**src/rtl/saph_fpu_seq.sv**
```systemverilog
// Sequential binary32 unit: shift-add multiply (MUL_BITS bits per cycle) plus single-cycle MIN/MAX/NEG.
// Define SAPH_FPU_SPECIAL_EN to compile in IEEE NaN/inf handling; otherwise exponent 255 is ordinary and overflow saturates.
module saph_fpu_seq #(
    parameter int MUL_BITS = 1
) (
    input  logic        clk,
    input  logic        rst_n,
    input  logic        d_trig,
    input  logic [31:0] d_lhs,
    input  logic [31:0] d_rhs,
    input  logic [1:0]  d_mode,
    output logic        d_ready,
    output logic        q_trig,
    output logic [31:0] q_res
);

    localparam int         ITERS    = 24 / MUL_BITS;
    localparam logic [4:0] CNT_LAST = 5'(ITERS - 1);
    localparam logic [1:0] MODE_MUL = 2'b00;
    localparam logic [1:0] MODE_MIN = 2'b01;
    localparam logic [1:0] MODE_MAX = 2'b10;
    localparam logic [1:0] MODE_NEG = 2'b11;

    typedef enum logic [1:0] {
        IDLE = 2'd0,
        MUL  = 2'd1,
        NORM = 2'd2
    } state_t;

    state_t      state_r, state_nx_s;
    logic [4:0]  cnt_r;
    logic [47:0] mcand_r;
    logic [23:0] mplier_r;
    logic [47:0] prod_r;
    logic [31:0] a_r, b_r;
    logic [31:0] q_res_r;
    logic        q_trig_r;
    logic        accept_s;
    logic [47:0] part_s;
    logic [31:0] imm_res_s;
    logic [31:0] norm_res_s;
    logic [9:0]  exp_sum_s;
    logic [9:0]  exp_n_s;
    logic [22:0] mant_s;
    logic        sign_s;

    // Sign-magnitude ordering: a < b, with -0 below +0.
    function automatic logic f_lt(input logic [31:0] a, input logic [31:0] b);
        logic r;
        if (a[31] != b[31]) begin
            r = a[31];
        end else if (a[31]) begin
            r = (a[30:0] > b[30:0]);
        end else begin
            r = (a[30:0] < b[30:0]);
        end
        return r;
    endfunction

    function automatic logic f_is_nan(input logic [31:0] x);
        return (x[30:23] == 8'hFF) && (x[22:0] != 23'd0);
    endfunction

    function automatic logic f_is_inf(input logic [31:0] x);
        return (x[30:23] == 8'hFF) && (x[22:0] == 23'd0);
    endfunction

    function automatic logic f_is_zero(input logic [31:0] x);
        return (x[30:23] == 8'h00);
    endfunction

    assign accept_s = d_trig && (state_r == IDLE);
    assign d_ready  = (state_r == IDLE);
    assign q_trig   = q_trig_r;
    assign q_res    = q_res_r;

    // FSM state register.
    always_ff @(posedge clk or negedge rst_n) begin
        if (!rst_n) begin
            state_r <= IDLE;
        end else begin
            state_r <= state_nx_s;
        end
    end

    // FSM next-state logic.
    always_comb begin
        state_nx_s = state_r;
        case (state_r)
            IDLE: begin
                if (accept_s && (d_mode == MODE_MUL)) begin
                    state_nx_s = MUL;
                end else begin
                    state_nx_s = IDLE;
                end
            end
            MUL: begin
                if (cnt_r == 5'd0) begin
                    state_nx_s = NORM;
                end else begin
                    state_nx_s = MUL;
                end
            end
            NORM:    state_nx_s = IDLE;
            default: state_nx_s = IDLE;
        endcase
    end

    // Partial product for the multiplier digit retired this cycle.
    always_comb begin
        part_s = 48'd0;
        for (int i = 0; i < MUL_BITS; i++) begin
            if (mplier_r[i]) begin
                part_s = part_s + (mcand_r << i);
            end else begin
                part_s = part_s;
            end
        end
    end

    // Single-cycle MIN/MAX/NEG result.
    always_comb begin
        imm_res_s = d_lhs;
        case (d_mode)
            MODE_MIN: imm_res_s = f_lt(d_rhs, d_lhs) ? d_rhs : d_lhs;
            MODE_MAX: imm_res_s = f_lt(d_lhs, d_rhs) ? d_rhs : d_lhs;
            MODE_NEG: imm_res_s = {~d_lhs[31], d_lhs[30:0]};
            default:  imm_res_s = d_lhs;
        endcase
`ifdef SAPH_FPU_SPECIAL_EN
        if ((d_mode == MODE_MIN) || (d_mode == MODE_MAX)) begin
            if (f_is_nan(d_lhs) && f_is_nan(d_rhs)) begin
                imm_res_s = 32'h7FC0_0000;
            end else if (f_is_nan(d_lhs)) begin
                imm_res_s = d_rhs;
            end else if (f_is_nan(d_rhs)) begin
                imm_res_s = d_lhs;
            end else begin
                imm_res_s = imm_res_s;
            end
        end else begin
            imm_res_s = imm_res_s;
        end
`endif
    end

    // Normalise the 48-bit significand product and pack the result.
    always_comb begin
        sign_s    = a_r[31] ^ b_r[31];
        exp_sum_s = {2'b00, a_r[30:23]} + {2'b00, b_r[30:23]} - 10'd127;
        if (prod_r[47]) begin
            exp_n_s = exp_sum_s + 10'd1;
            mant_s  = prod_r[46:24];
        end else begin
            exp_n_s = exp_sum_s;
            mant_s  = prod_r[45:23];
        end
        if (f_is_zero(a_r) || f_is_zero(b_r)) begin
            norm_res_s = {sign_s, 31'd0};
        end else if ($signed(exp_n_s) <= $signed(10'sd0)) begin
            norm_res_s = {sign_s, 31'd0};
        end else if ($signed(exp_n_s) >= $signed(10'sd255)) begin
`ifdef SAPH_FPU_SPECIAL_EN
            norm_res_s = {sign_s, 31'h7F80_0000};
`else
            norm_res_s = {sign_s, 31'h7F7F_FFFF};
`endif
        end else begin
            norm_res_s = {sign_s, exp_n_s[7:0], mant_s};
        end
`ifdef SAPH_FPU_SPECIAL_EN
        // NaN and inf*0 take priority over every finite rule.
        if (f_is_nan(a_r) || f_is_nan(b_r) ||
            (f_is_inf(a_r) && f_is_zero(b_r)) || (f_is_inf(b_r) && f_is_zero(a_r))) begin
            norm_res_s = 32'h7FC0_0000;
        end else if (f_is_inf(a_r) || f_is_inf(b_r)) begin
            norm_res_s = {sign_s, 31'h7F80_0000};
        end else begin
            norm_res_s = norm_res_s;
        end
`endif
    end

    // Operand latch, shift-add datapath and registered outputs.
    always_ff @(posedge clk or negedge rst_n) begin
        if (!rst_n) begin
            cnt_r    <= 5'd0;
            mcand_r  <= 48'd0;
            mplier_r <= 24'd0;
            prod_r   <= 48'd0;
            a_r      <= 32'd0;
            b_r      <= 32'd0;
            q_res_r  <= 32'd0;
            q_trig_r <= 1'b0;
        end else begin
            q_trig_r <= 1'b0;
            case (state_r)
                IDLE: begin
                    if (accept_s && (d_mode == MODE_MUL)) begin
                        a_r      <= d_lhs;
                        b_r      <= d_rhs;
                        mcand_r  <= {24'd0, 1'b1, d_lhs[22:0]};
                        mplier_r <= {1'b1, d_rhs[22:0]};
                        prod_r   <= 48'd0;
                        cnt_r    <= CNT_LAST;
                    end else if (accept_s) begin
                        q_res_r  <= imm_res_s;
                        q_trig_r <= 1'b1;
                    end else begin
                        q_res_r  <= q_res_r;
                    end
                end
                MUL: begin
                    prod_r   <= prod_r + part_s;
                    mcand_r  <= mcand_r << MUL_BITS;
                    mplier_r <= mplier_r >> MUL_BITS;
                    if (cnt_r != 5'd0) begin
                        cnt_r <= cnt_r - 5'd1;
                    end else begin
                        cnt_r <= 5'd0;
                    end
                end
                NORM: begin
                    q_res_r  <= norm_res_s;
                    q_trig_r <= 1'b1;
                end
                default: begin
                    q_res_r  <= q_res_r;
                end
            endcase
        end
    end

endmodule
```
**config.mk**
```make
export PLATFORM = sky130hd
export DESIGN_NAME = saph_fpu_seq
export DESIGN_NICKNAME = d
export VERILOG_FILES = /design/src/rtl/saph_fpu_seq.sv
export SDC_FILE = /design/constraint.sdc
export NUM_CORES = 1
export LEC_CHECK = 0
export ABC_CLOCK_PERIOD_IN_PS = 4300
export CAP_MARGIN = 20
export CORE_MARGIN = 2
export CORE_UTILIZATION = 55
export CTS_CLUSTER_SIZE = 40
export DETAILED_ROUTE_END_ITERATION = 6
export PLACE_DENSITY = 0.76
export SYNTH_ARGS = -nofsm -noshare
export SYNTH_HDL_FRONTEND = slang
export SYNTH_SLANG_ARGS = --single-unit
```
**constraint.sdc**
```tcl
create_clock -name clk -period 4.3 [get_ports clk]
set_input_delay 1.29 -clock clk [delete_from_list [all_inputs] [get_ports clk]]
set_output_delay 1.29 -clock clk [all_outputs]
set_load 0.005 [all_outputs]
```
## Yosys cells after proc, flatten, opt, wreduce, memory -nomap -nowiden

Index checks and enable logic that the tools add are counted.

| word-level totals | value |
|---|---|
| bits in registers | 224 |
| bits in latches | 0 |
| RAM bits | 0 |
| memory bits (read-only) | 0 |
| output and inout bits | 34 |
| word-level logic and storage cells | 79 |
| memories kept | 0 |

| operators by class | value |
|---|---|
| add/sub/neg operators | 5 |
| multipliers | 0 |
| div/mod/pow operators | 0 |
| magnitude comparators | 6 |
| eq/ne operators | 10 |
| shift operators | 0 |
| multiplexer cells | 33 |
| bitwise operators | 2 |
| reduce and logical (&&, ||, !) cells | 14 |

Operators by type and width:

| cell | count |
|---|---|
| $pmux W48 S2 | 2 |
| $mux W48 | 3 |
| $mux W32 | 4 |
| $pmux W32 S3 | 1 |
| $mux W31 | 3 |
| $pmux W32 S2 | 1 |
| $gt A31 B31 Y1 | 2 |
| $lt A31 B31 Y1 | 2 |
| $add A48 B48 Y48 | 1 |
| $pmux W24 S2 | 1 |
| $mux W24 | 1 |
| $mux W23 | 1 |
| $logic_not A8 Y1 | 2 |
| $add A10 B1 Y10 const B | 1 |
| $ge A10 B9 Y1 const B | 1 |
| $le A10 B1 Y1 const B | 1 |
| $mux W10 | 1 |
| $mux W5 | 2 |
| $pmux W5 S2 | 1 |
| $sub A9 B7 Y10 const B | 1 |
| $add A8 B8 Y9 | 1 |
| $mux W1 | 9 |
| $eq A2 B2 Y1 const B | 3 |
| $logic_not A5 Y1 | 1 |
| 17 further kinds | 24 |

## Depth between registers and ports, before layout

| logic depth | value |
|---|---|
| word-level depth | 9 |
| depth in mapped cells | 16 |
| depth with buffers taken out | 15 |

## Least setup slack after synthesis

Ideal clock, no wire load.

| timing | value |
|---|---|
| kind | input-to-reg |
| from | input port d_rhs[26] |
| to | register q_res_r[2], in the netlist q_res[2] |
| library setup time | 0.121 ns |
| arrival | 3.450 ns |
| required time | 4.179 ns |
| slack | 0.729 ns |
| cell stages on the path | 14 |
| buffers on the path | 2 |
| cell sequence | inv_1 > ha_1 > and4_1 > and4_1 > a32oi_1 > a21bo_2 > or2_0 > mux2i_1 > nor2_1 > buf_2 > buf_2 > nand3_1 > o311ai_0 > o22a_1 |

| on the way | value |
|---|---|
| word-level cells in the longest chain between the ends | 9 |

Ends and longest elaborated chain:

| item | line | source |
|---|---|---|
| start: declaration | 10 | `input logic [31:0] d_rhs,` |
| $lt A31 B31 Y1 / $gt A31 B31 Y1 (equally long branches) | 55, 53 |  |
| $mux W1 | 52 | `end else if (a[31]) begin` |
| $mux W1 | 50 | `if (a[31] != b[31]) begin` |
| $mux W1 | 124 | `case (d_mode)` |
| $mux W32, on equally long branches | 126, 125 |  |
| $pmux W32 S3 * | 124 |  |
| $mux W32 * | 206 | `end else if (accept_s) begin` |
| $mux W32 * | 199 | `if (accept_s && (d_mode == MODE_MUL)) begin` |
| $pmux W32 S2 * | 197 | `case (state_r)` |
| end signal: assignment | 207 | `q_res_r <= imm_res_s;` |
| end signal: assignment | 210 | `q_res_r <= q_res_r;` |
| end signal: assignment | 224 | `q_res_r <= norm_res_s;` |
| end: declaration | 36 | `logic [31:0] q_res_r;` |

Mark *: on every way between the ends. The rest lies on a longest branch, timed or not. The select of a mux whose other input is x is not followed.
A chain may end at the register's enable or synchronous reset.

## Worst setup path after layout

| timing | value |
|---|---|
| from | input port d_rhs[26] |
| to | register q_res_r[4], in the netlist q_res[4] |

The elaborated chain is that of the path after synthesis.

==> results.txt <==
clk root buf: clkbuf_16
status: completed
Detailed Route WL: 34500 um
share of layout cells above drive strength 1: 8.23%
Via density: 6.10
die width: 154 um
Max-slew headroom: 38.5%
# DRC: 0
RSZ-0062 raised after global routing: no
Crit-path slowest cell: o311ai_0
asr flop ratio synth: 100%
DP HPWL: 25500 um
Clock Path Buffers: 2
Arrival @ worst endpoint: 4.46 ns
worst-skew pair later-pin latency: 0.44 ns
# IOs: 103
WP buf/inv: 3
I/O Buffers: 102
Worst Max-Slew Pin Slew: 0.922 ns
Synth Register Bits: 178
GP Congestion: 0.971
reg2reg end: q_res[29]
Mapped Nets: 1640
FMAX: 244 MHz
initial core utilization: 56.5%
Antenna Cells: 0
area delta synth->final: 16.1%
CTS tree: built
first-pass GRT wire length: 56900 um
Hold Buf Count CTS: 0
Critical Path End: q_res[4]
Routed Antenna Nets: 0
Die Ht: 154 um
final setup violation count: 0
placeable core area: 22000 um^2
Final Hold Viols: 0
grt total ovfl: 0
Final period util: 95.2%
post-synthesis cell count: 1472
top_reg_cell synth: dfrtp_1
Starting DRT DRC Count: 1157
CP cell instances: clkdlybuf4s50_1 -> inv_1 -> ha_1 -> and4_1 -> and4_1 -> a32oi_1 -> a21bo_2 -> or2_0 -> mux2i_1 -> nor2_4 -> buf_12 -> o311ai_0 -> o22a_1
Yosys cell types: 76
clk_skew: 0.0128 ns
Num CTS Buffers: 17
Critical path origin: d_rhs[26]
Crit path max-delay family: compound AO/OA/AOI/OAI gates
Clock Sinks: 178
Avg Cell Area, Syn: 8.43 um^2
Synth warnings: 0
All-Layer GR Usage: 29.9%
Top cell by count, worst path: and4_1
setup repair bufs after CTS: 0
worst hold start: cnt_r[4]
Worst EP required: 4.67 ns
register area share after synthesis: 35.9%
maximum fanout along the worst path: 23
drt wl/cell: 18.8 um
startpoint types: input pin
CP endpoint kind: flip-flop
Worst VDD drop: 0.349 mV
HP Class: flip-flop to flip-flop
CP max stage delay: 0.56 ns
PostCTS Resize Cnt: 0
cell row count: 54
pwr dens: 779 nW/um^2
synthesized area: 12400 um^2
r2r setup slk: 0.47 ns
nets@finish: 1711
fin. max-slew vios: 0
max-cap violation count: 0
pin count of the biggest net entering global routing: 97
Final min period: 4.09 ns
detailed-route via count: 11.2k
critical path type: input pin to flip-flop
WP depth: 13
vias in the first global route: 10.6k
reg2reg path depth: 12
WHS: 0.452 ns
antenna violations before repair: 0
Leakage: 6.48 nW
DRT Pass-1 Iters: 5
htree depth: 4
clk slew on worst S/H paths: 0.07 ns
Post-Layout Inst Area: 14400 um^2
Die ar.: 23800 um^2
worst reg2reg startpoint: a_r[24]
Post-synth EDFFs: 0
placed cell areas: 13800 um^2
-- through the flow --
step | std cells | total power [W] | setup slack (ns) | util (%) | setup TNS (ns)
2_1_floorplan | 1472 | 0.00773 | 0.729 | - | 0
3_3_place_gp | 1804 | 0.00939 | -0.0621 | 63.0 | -0.106
3_5_place_dp | 1804 | 0.00956 | -0.0919 | 63.0 | -0.284
4_1_cts | 1836 | 0.0112 | 0.342 | 65.6 | 0
5_1_grt | 1836 | 0.0122 | 0.0988 | 65.6 | 0
6_report | 1836 | 0.0112 | 0.208 | 65.6 | 0
-- sequential cells by signal, summed over array words and instances, names as in the netlist --
signal and cells:
a_r 9, b_r 9, cnt_r 5, mcand_r 48
mplier_r 24, prod_r 48, q_res 32, q_trig 1
state_r 2
-- kinds of logic after synthesis --
logic type | share of synthesized area (%)
AOI/OAI and AO/OA | 23.4
xor gates and xnor gates | 4.15
adders and majority gates | 10.1
buffers and inverters | 5.06
DFF | 35.9
muxes | 2.50
and+or+nand+nor | 18.9
-- power by group --
group	switching [W]	internal, W
sequential	0.000681	0.00245
clock	0.000774	0.000787
combinational	0.00371	0.00281
total	0.00517	0.00605
-- area by class of cell --
cell class,count,area (um^2)
fillers,1800,7560
flip-flops and latches,178,4450
inverters,63,236
multi-input cells,1138,7360
repair buffers,145,1430
well taps,280,350
clock buffers,18,439
clock inverters,14,130
-- synth_stat cells, drive strengths merged, types with 3 or more instances --
cell    count  area, um^2
a211oi      8        65.1
nand2     251         942
o311ai     29         254
xnor2      32         280
o21ai     128         644
nor3        9        45.0
o211ai      6        45.0
mux2i      31         310
xor2       26         235
a21boi      4        30.0
dfrtp     178        4450
nor3b       3        22.5
inv        63         236
and4        3        26.3
o31ai       3        32.5
nand2b      8        50.1
nor2       79         297
or2         3        18.8
o21bai     11        82.6
a22o        3        26.3
and2       49         307
ha         97        1210
and3       10        67.6
buf        18         110
a211o       4        36.3
o22a       29         254
nand4      14        87.6
a21oi      88         549
nand3      68         340
nor2b       7        43.8
o21a        5        37.5
a31oi      54         350
nor4        9        62.6
clkbuf     75         282
a21o       35         265
-- how the worst min path moves through the flow --
stage | cells past startpoint | slack (ns) | to
5_1_grt | 1 | 0.48 | state_r[1]
2_1_floorplan | 1 | 0.42 | state_r[1]
6_report | 1 | 0.45 | state_r[1]
3_3_place_gp | 1 | 0.44 | state_r[1]
3_5_place_dp | 1 | 0.44 | state_r[1]
4_1_cts | 1 | 0.45 | state_r[1]
-- layout by cell type, fill, tap and decap left out, types with 36 or more instances in the layout --
cell type | netlist | layout
a21oi_1 | 59 | 59
a31oi_1 | 52 | 52
and2_1 | 49 | 49
buf_4 | 2 | 36
clkdlybuf4s50_1 | 0 | 101
dfrtp_1 | 178 | 178
ha_1 | 97 | 97
inv_1 | 63 | 63
nand2_1 | 251 | 251
nand3_1 | 68 | 67
nor2_1 | 79 | 77
o21ai_0 | 121 | 121
-- per-layer routing --
| metal | track usage [%] | up-vias | part of all wire [%] |
|---|---|---|---|
| met2 | 44.8 | 374 | 43 |
| met5 | 0 | - | 0 |
| li1 | - | 5390 | - |
| met4 | 7.17 | 0 | 1.8 |
| met3 | 5.72 | 47 | 7.6 |
| met1 | 45.0 | 5397 | 48 |
No activity file was read; power rests on OpenSTA's default activity.
